### src/rtl/pie_pkg.sv
// pie_pkg: shared state type, default parameters and parity helper for the PIE bit deframer
package pie_pkg;
  typedef enum logic [1:0] {IDLE, HUNT, DATA, PARITY} state_t;
  localparam int PIE_DATA_W = 8;
  localparam int PIE_SYNC_W = 8;
  localparam logic [7:0] PIE_SYNC_PATTERN = 8'hA5;
  localparam int PIE_TIMEOUT_CYC = 200;
  function automatic logic even_parity(input logic [31:0] v);
    return ^v;
  endfunction
endpackage

### src/rtl/pie_flag_edge.sv
// pie_flag_edge: rising-edge detect of decoder flags into registered bit events
// ports: sclk_3mhz/reset_n clock and async active-low reset; zero_flag/one_flag decoder symbols;
//        bit_evt one-cycle bit strobe, bit_val its value, conflict both flags rose together
module pie_flag_edge
  import pie_pkg::*;
(
  input  logic sclk_3mhz,
  input  logic reset_n,
  input  logic zero_flag,
  input  logic one_flag,
  output logic bit_evt,
  output logic bit_val,
  output logic conflict
);
  logic zero_q, one_q, rise0, rise1;
  assign rise0 = zero_flag & ~zero_q;
  assign rise1 = one_flag & ~one_q;
  always_ff @(posedge sclk_3mhz or negedge reset_n)
    if (!reset_n) begin
      zero_q   <= 1'b0;
      one_q    <= 1'b0;
      bit_evt  <= 1'b0;
      bit_val  <= 1'b0;
      conflict <= 1'b0;
    end else begin
      zero_q   <= zero_flag;
      one_q    <= one_flag;
      bit_evt  <= rise0 ^ rise1;
      bit_val  <= rise1;
      conflict <= rise0 & rise1;
    end
endmodule

### src/rtl/pie_bit_deframer.sv
// pie_bit_deframer: hunts a sync word in PIE bit events, then captures data + even parity into a valid/ready word
// ports: sclk_3mhz/reset_n clock and async active-low reset; enable (low forces IDLE);
//        zero_flag/one_flag decoded symbols; data_out/data_valid/data_ready output word handshake;
//        sync_locked high in DATA/PARITY; parity/overrun/timeout/symbol_err one-cycle error pulses
module pie_bit_deframer
  import pie_pkg::*;
#(
  parameter int DATA_W = PIE_DATA_W,
  parameter int SYNC_W = PIE_SYNC_W,
  parameter logic [SYNC_W-1:0] SYNC_PATTERN = SYNC_W'(PIE_SYNC_PATTERN),
  parameter int TIMEOUT_CYC = PIE_TIMEOUT_CYC
) (
  input  logic              sclk_3mhz,
  input  logic              reset_n,
  input  logic              enable,
  input  logic              zero_flag,
  input  logic              one_flag,
  output logic [DATA_W-1:0] data_out,
  output logic              data_valid,
  input  logic              data_ready,
  output logic              sync_locked,
  output logic              parity_err,
  output logic              overrun_err,
  output logic              timeout_err,
  output logic              symbol_err
);
  localparam int BW = $clog2(DATA_W + 1);
  localparam int TW = $clog2(TIMEOUT_CYC + 1);
  state_t            state;
  logic [SYNC_W-1:0] window, win_nx;
  logic [DATA_W-1:0] shift;
  logic [BW-1:0]     bit_cnt;
  logic [TW-1:0]     tmo_cnt;
  logic              bit_evt, bit_val, conflict;
  logic              slot_free, par_bad, tmo_hit, last_bit;
  pie_flag_edge u_edge (
    .sclk_3mhz(sclk_3mhz),
    .reset_n  (reset_n),
    .zero_flag(zero_flag),
    .one_flag (one_flag),
    .bit_evt  (bit_evt),
    .bit_val  (bit_val),
    .conflict (conflict)
  );
  assign win_nx    = {window[SYNC_W-2:0], bit_val};
  // a word may load when the slot is empty or is being drained this very cycle
  assign slot_free = !data_valid || data_ready;
  assign par_bad   = even_parity(32'({shift, bit_val}));
  assign tmo_hit   = tmo_cnt == TW'(TIMEOUT_CYC);
  assign last_bit  = bit_cnt == BW'(DATA_W - 1);
  always_ff @(posedge sclk_3mhz or negedge reset_n)
    if (!reset_n) begin
      state       <= IDLE;
      window      <= '0;
      shift       <= '0;
      bit_cnt     <= '0;
      tmo_cnt     <= '0;
      data_out    <= '0;
      data_valid  <= 1'b0;
      sync_locked <= 1'b0;
      parity_err  <= 1'b0;
      overrun_err <= 1'b0;
      timeout_err <= 1'b0;
      symbol_err  <= 1'b0;
    end else begin
      parity_err  <= 1'b0;
      overrun_err <= 1'b0;
      timeout_err <= 1'b0;
      symbol_err  <= 1'b0;
      if (data_valid && data_ready) data_valid <= 1'b0;
      if (!enable) begin
        state       <= IDLE;
        sync_locked <= 1'b0;
        window      <= '0;
        bit_cnt     <= '0;
        tmo_cnt     <= '0;
      end else if (conflict) begin
        symbol_err  <= 1'b1;
        state       <= HUNT;
        sync_locked <= 1'b0;
        window      <= '0;
      end else begin
        case (state)
          IDLE: state <= HUNT;
          HUNT:
            if (bit_evt) begin
              window <= win_nx;
              if (win_nx == SYNC_PATTERN) begin
                state       <= DATA;
                sync_locked <= 1'b1;
                bit_cnt     <= '0;
                tmo_cnt     <= '0;
              end
            end
          DATA, PARITY:
            if (bit_evt) begin
              tmo_cnt <= '0;
              if (state == DATA) begin
                shift   <= {shift[DATA_W-2:0], bit_val};
                bit_cnt <= bit_cnt + BW'(1);
                if (last_bit) state <= PARITY;
              end else begin
                if (par_bad) parity_err <= 1'b1;
                else if (slot_free) begin
                  data_out   <= shift;
                  data_valid <= 1'b1;
                end else overrun_err <= 1'b1;
                // every frame must re-sync from an empty window
                state       <= HUNT;
                sync_locked <= 1'b0;
                window      <= '0;
              end
            end else if (tmo_hit) begin
              timeout_err <= 1'b1;
              state       <= HUNT;
              sync_locked <= 1'b0;
              window      <= '0;
            end else tmo_cnt <= tmo_cnt + TW'(1);
          default: state <= IDLE;
        endcase
      end
    end
endmodule

### config.mk
export PLATFORM = sky130hd
export DESIGN_NAME = pie_bit_deframer
export DESIGN_NICKNAME = d
export VERILOG_FILES = /design/src/rtl/pie_pkg.sv /design/src/rtl/pie_flag_edge.sv /design/src/rtl/pie_bit_deframer.sv
export SDC_FILE = /design/constraint.sdc
export NUM_CORES = 1
export LEC_CHECK = 0
export CAP_MARGIN = 30
export CORE_AREA = 2 2 67 69
export DETAILED_ROUTE_END_ITERATION = 10
export DIE_AREA = 0 0 69 71
export PLACE_DENSITY = 0.74
export SYNTH_ARGS = -nofsm -noshare
export SYNTH_HDL_FRONTEND = slang
export SYNTH_HIERARCHICAL = 1
export SYNTH_SLANG_ARGS = --single-unit
### constraint.sdc
create_clock -name sclk_3mhz -period 2.8 [get_ports sclk_3mhz]
set_clock_uncertainty 0.15 [all_clocks]
set_input_delay 0.56 -clock sclk_3mhz [delete_from_list [all_inputs] [get_ports sclk_3mhz]]
set_output_delay 0.56 -clock sclk_3mhz [all_outputs]
set_load 0.005 [all_outputs]
==> results of run 1 <==
[logic make-up (layout without fill, tap and decap cells)]
family,after synthesis,count (layout),synth area share
compound gates,38,38,0.105
xor+xnor,9,9,0.0455
fa+ha+maj,4,4,0.0228
buf+inv,12,41,0.0205
flops,48,48,0.546
mux,18,18,0.0927
simple gates,69,69,0.167
[flip-flops by register name, summed over array words and instances, names as in the netlist]
name	count
data_out	8
shift	8
tmo_cnt	8
window	7
bit_cnt	4
state	2
data_valid	1
overrun_err	1
parity_err	1
symbol_err	1
sync_locked	1
timeout_err	1
u_edge/bit_evt	1
u_edge/bit_val	1
u_edge/conflict	1
u_edge/one_q	1
u_edge/zero_q	1
[through the flow]
stage / power (mW) / cells / hold slack (ns) / util / area, µm²
global route: 1.48 / 279 / 0.0111 / 0.611 / 2570
CTS: 1.42 / 279 / 0.00231 / 0.611 / 2570
floorplan: 0.933 / 198 / 0.114 / - / 2200
global placement: 1.00 / 271 / 0.290 / 0.590 / 2480
finish: 1.40 / 279 / -0.00498 / 0.611 / 2570
detailed placement: 1.01 / 271 / 0.292 / 0.590 / 2480
[cell usage after synthesis, drive strengths merged (2+ instances only)]
library cell / instances
ha: 4
nand3: 6
clkbuf: 4
xnor2: 5
o21ai: 14
nor2: 9
nor4: 2
xor2: 3
o41ai: 2
nand2b: 6
dfrtp: 48
inv: 8
a21oi: 7
and2: 3
nand3b: 2
nand2: 27
a31oi: 6
nor2b: 4
mux2i: 2
and3: 2
nor3: 4
o22ai: 3
mux2: 16
[cell type report]
| cell class | count | area, µm² |
|---|---|---|
| Clock buffer | 8 | 90.1 |
| Fill cell | 358 | 1630 |
| Inverter | 8 | 30.0 |
| Multi-Input combinational cell | 138 | 953 |
| Sequential cell | 48 | 1200 |
| Tap cell | 52 | 65.1 |
| Timing Repair Buffer | 25 | 230 |
[critical path: stages]
cell             delay (ns)
clkdlybuf4s50_1        0.65
nand3b_1               0.19
nor2_1                 0.25
nand3_4                0.18
mux2_4                 0.32
[cells in the final DEF (no fill, tap or decap), types with 2 or more instances in the layout]
cell type        Yosys  final
nor2b_1              2      2
a21oi_1              7      7
nand3_1              5      5
ha_1                 4      4
clkdlybuf4s50_1      0     18
xnor2_1              4      4
and2_1               3      3
o41ai_1              2      2
a31oi_1              6      6
dfrtp_1             48     48
nor2_1               9      9
nand3b_1             2      2
mux2i_1              2      2
o22ai_1              3      3
buf_4                0      6
and3_1               2      2
nand2b_1             6      6
clkbuf_8             0      6
xor2_1               3      3
nand2_1             27     27
nor4_1               2      2
mux2_2              15     15
nor2b_4              2      2
clkbuf_1             4      2
o21ai_0             14     14
nor3_1               4      4
inv_1                8      8
[worst paths after layout]
path / depth (start not counted) / end / startpoint
worst min-delay path: 1 / data_out[7]$_DFFE_PN0P_ / reset_n
worst min register to register: 1 / u_edge/bit_val$_DFF_PN0_ / u_edge/one_q$_DFF_PN0_
min in group sclk_3mhz: 1 / u_edge/bit_val$_DFF_PN0_ / u_edge/one_q$_DFF_PN0_
max in group asynchronous: 2 / state[1]$_DFFE_PN0P_ / reset_n
worst max register to register: 5 / data_out[6]$_DFFE_PN0P_ / shift[1]$_DFFE_PN0P_
worst max-delay path: 5 / data_out[6]$_DFFE_PN0P_ / enable
[power by group]
group / switching (mW) / internal, mW / total (mW) / leakage, nW
clock: 0.209 / 0.201 / 0.410 / 0.0455
combinational: 0.129 / 0.0935 / 0.222 / 0.479
sequential: 0.0439 / 0.726 / 0.770 / 0.660
[metal layers]
| metal | vias to the layer above | wire (µm) |
|---|---|---|
| li1 | 750 | - |
| met3 | 6 | 132 |
| met2 | 31 | 1630 |
| met1 | 695 | 1800 |
| met4 | 0 | 74 |
| met5 | - | 0 |
==> metrics.txt, run 1 <==
die area=roughly 0.0049 mm²; Netlist cell types=38; Seq/Total Area, Yosys=0.546; CTS root buffer=clkbuf_8; GRT met1 Usage=0.235; Setup WS post-layout=roughly 0.7 ns; worst hold path type=input port to async pin; setup TNS=0 ns; Ys Warns=6; core area=approximately 0.0042 mm²; clock tree from TritonCTS=built; gr busiest metal=met2; DR vias=between 1000 and 1500; clock sink total=48; ys flop type=dfrtp_1; fin. max-slew vios=0; MaxCap Viol Count=0; largest area contributor in the netlist=dfrtp_1; Initial Utilization=0.523; CP startpoint kind=input port; io pins=20; CTS H-tree depth=2; Avg Cell Area, Syn=11.1 µm²; met2 global-route usage=0.256; Residual DRC=0; Port Buf Inserts=19; Setup crit end kind=flop; FF-to-FF setup slack=0.73 ns; Tcrit/Tclk final=0.754; failing checks=negative hold slack; global-route wire length before repair=6710 µm; Die Ht=71 µm; placement row count=24; post-DP HPWL=2630 µm; DRT Pass-1 Iters=5; Clk Latency, worst-skew pair=roughly 0.30 ns; all-layer global routing usage=0.171; RePlAce Congestion=between 0.8 and 0.9; Inserted Clock Buffers=5; Relative slew margins=0.611; number of synthesized register bits=48; grt ovf=0; total detailed-routing wirelength=about 3600 µm; worst-case clock buffer depth=2; Area Overhead vs Synth=16.8%; Synthesized Nets=~210; Async S/R FF share, synth=1.00; RSZ-0062 raised after global routing=false; largest net degree at the start of global routing=20; share of layout cells above drive strength 1=0.154; number of global-route vias before repair=~1400; EDFF count, synth=0; Fin. Hold Viols=5; met3 Usage GRT=0.0370; synth top area cells=dfrtp_1, mux2_2, nand2_1; WP data required=2.84 ns; Worst Tran Pin Value=between 0.5 and 0.6 ns; Routed Antenna Nets=0; die width=between 60 and 70 µm; hold buffers post-CTS=0; Max VDD drop=between 0.0003 and 0.0004 V; DR vias/cell=about 5.3; crit-path max FO=10; diode count=0; initial drt markers=between 90 and 100; Synth top area share=0.546; Lkg Pwr=1.18 nW; Clk pin slew, worst setup/hold paths=around 0.080 ns; Nets=approximately 240; critical path type=input port to flop; routed len/inst=13.0 µm; final setup vio count=0; post-cts resize count=0; initial antenna violation count=0; final hold slack=-0.00498 ns; critical path arrival=roughly 2.2 ns; PwrDens=around 550 mW/mm²; Mapped Area=roughly 0.0022 mm²; Synth Instances=between 150 and 200; outcome=finished with violations; fmax=0.473 GHz; post-CTS setup buffers=0; pre-CTS setup slack=between 0.3 and 0.4 ns; Min Clock Period, post-route=between 2 and 2.5 ns
Note: power is estimated with default switching activity, not from simulation.
==> run 2: changes to the inputs <==
- CORE_AREA: 2 2 67 69 -> 2 2 69 71
- DIE_AREA: 0 0 69 71 -> 0 0 71 73
- PLACE_DENSITY: 0.74 -> 0.73
- clock period: 2.8 -> 1.9 ns (I/O delays scaled with it)
==> metrics.txt, run 2 (synthesized netlist as in run 1, its figures left out) <==
outcome=finished with violations; failing checks=negative setup slack; global-route wire length before repair=6780 µm (+1.1%); most frequent cells in the layout=dfrtp_1, nand2_1, buf_4, clkdlybuf4s50_1, mux2_2; Clk pin slew, worst setup/hold paths=0.08 ns (about the same); CTS H-tree depth=2 (unchanged); Nets=261 (+11%); final setup vio count=14 (+14); critical path arrival=2.01 ns (-0.14 ns); RePlAce Congestion=0.856 (+6.7%); CP startpoint kind=flop; Inserted Clock Buffers=5 (unchanged); Min Clock Period, post-route=about 2.0 ns; Residual DRC=0 (unchanged); FF-to-FF Start=shift[4]$_DFFE_PN0P_; DR vias=1638 (+11%); Area Overhead vs Synth=31.6%; io pins=20 (unchanged); area of the multi-input gates=0.00106 mm² (+12%); top flop regs=data_out: 8 flops, shift: 8 flops, tmo_cnt: 8 flops; Min-Delay Endpoint=u_edge/bit_val$_DFF_PN0_; core area=0.00454 mm² (+7.9%); most common cell after layout, fill and taps aside=dfrtp_1; Setup WS post-layout=-0.0747 ns (-0.762 ns); Initial Utilization=0.485 (-0.0382); routed len/inst=13.8 µm (+5.8%); initial drt markers=83 (-15%); R2R depth=5 (unchanged); share of layout cells above drive strength 1=0.306 (+0.151); placed cells=293 (+8.1%); Tcrit/Tclk final=1.04; area post-placement=0.00265 mm² (+6.9%); clock tree from TritonCTS=built; Max VDD drop=0.000464 V (+43%); Die Ht=73 µm (+2.8%); Fin. Hold Viols=0 (-5); largest net degree at the start of global routing=49 (+150%); Lkg Pwr=1.34 nW (+13%); Clk Latency, worst-skew pair=0.30 ns (about the same); MaxCap Viol Count=0 (unchanged); die width=71 µm (+2.9%); Relative slew margins=0.733 (+0.121); initial antenna violation count=0 (unchanged); WP data required=1.94 ns (-0.90 ns); Port Buf Inserts=19 (unchanged); CTS root buffer=clkbuf_8; DR vias/cell=5.35 (+0.77%); all-layer global routing usage=0.167 (-0.00401); Worst Tran Pin Value=0.399 ns (-0.181 ns); design area=0.00290 mm² (+13%); FF-to-FF setup slack=-0.07 ns (-0.80 ns); DRT Pass-1 Iters=4 (-1); post-DP HPWL=2790 µm (+5.8%); total detailed-routing wirelength=4210 µm (+16%); worst-case clock buffer depth=2 (unchanged); placement row count=25 (+4.2%); clock sink total=48 (unchanged); Setup crit end kind=flop; number of global-route vias before repair=1529 (+6.8%); crit-path max FO=8 (-2); PwrDens=780 mW/mm² (+43%); Routed Antenna Nets=0 (unchanged); fin. max-slew vios=0 (unchanged); diode count=0 (unchanged); die area=0.00518 mm² (+5.8%); register area=0.00120 mm² (unchanged); fillers=352 (-1.7%); hold path start=u_edge/one_q$_DFF_PN0_; grt ovf=0 (unchanged); RSZ-0062 raised after global routing=true; fmax=between 0.5 and 0.6 GHz; non-filler cells in the finished layout=306 (+9.7%); Reg2Reg Capture Point=data_out[6]$_DFFE_PN0P_; worst hold path type=flop to flop; critical path type=flop to flop; Hold Path Depth=1
[run 2: cell types whose count changed in the layout (fill, tap and decap cells not counted), moves of 2 or more]
cell      previous run  this run
clkbuf_1             2         0
clkinv_2             0         2
o21ai_0             14        10
a21oi_1              7         5
a21oi_2              0         2
inv_1                8         6
buf_4                6        27
buf_6                0         2
o21ai_1              0         2
nor4_1               2         0
o21ai_2              0         2
inv_2                0         2
[run 2: through the flow]
stage | power, mW | util | TNS (ns) | worst slack [ns] | hold WS (ns)
2_1_floorplan | 1.37 | - | -0.0152 | -0.0152 | -0.0656
5_1_grt | 2.38 | 0.638 | -2.49 | -0.183 | 0.325
6_report | 2.26 | 0.638 | -0.670 | -0.0747 | 0.303
3_5_place_dp | 1.56 | 0.585 | -4.42 | -0.220 | 0.234
3_3_place_gp | 1.55 | 0.585 | -3.03 | -0.203 | 0.235
4_1_cts | 2.23 | 0.618 | -0.628 | -0.0926 | 0.305
[run 2: layout make-up]
class,instances,area share
flip-flops and latches,48,0.415
multi-input cells,138,0.367
repair buffers,50,0.152
clock buffers,6,0.0285
well taps,54,0.0233
inverters,8,0.0104
clock inverters,2,0.00346
[run 2: how the worst max path moves through the flow]
| stage | startpoint | endpoint | slack (ns) | cells past startpoint |
|---|---|---|---|---|
| floorplan | shift[1]$_DFFE_PN0P_ | data_out[6]$_DFFE_PN0P_ | -0.02 | 5 |
| global placement | enable | state[0]$_DFFE_PN0P_ | -0.20 | 5 |
| detailed placement | enable | state[0]$_DFFE_PN0P_ | -0.22 | 5 |
| CTS | shift[4]$_DFFE_PN0P_ | data_out[6]$_DFFE_PN0P_ | -0.09 | 5 |
| global route | shift[4]$_DFFE_PN0P_ | data_out[6]$_DFFE_PN0P_ | -0.18 | 5 |
| finish | shift[4]$_DFFE_PN0P_ | data_out[6]$_DFFE_PN0P_ | -0.07 | 5 |
[run 2: power by group]
part	internal [mW]	leakage (nW)	switching, mW
Sequential	1.07	0.660	0.0656
Combinational	0.249	0.632	0.250
Clock	0.291	0.0510	0.333
[run 2: critical path, stage by stage (launching register included)]
cell and delay [ns]:
dfrtp_1 0.40, xor2_1 0.18, xnor3_1 0.45, xnor2_2 0.21, nand3_4 0.16, mux2_4 0.32
[run 2: metal layers]
metal / GRT usage / vias to the layer above / part of all wire / wire, µm
met5: 0 / - / 0 / 0
met4: 0.0713 / 0 / 0.015 / 63
met3: 0.0387 / 5 / 0.035 / 149
met2: 0.265 / 33 / 0.48 / 2020
met1: 0.222 / 801 / 0.47 / 1980
li1: - / 799 / - / -
[run 2: timing repair]
item | CTS | global route
hold endpoints to repair | 48 | 0
pin swaps | 3 | 9
gates resized for setup | 4 | 23
cloned | 0 | 0
hold buffers | 1 | 0
setup buffers | 3 | 2
endpoints found under the setup margin | 19 | 21
==> run 3: changes to the inputs <==
- HOLD_SLACK_MARGIN: unset -> 0.03
==> results of run 3 <==
Same layout as run 2: the final DEF is identical, and so are final timing and power.
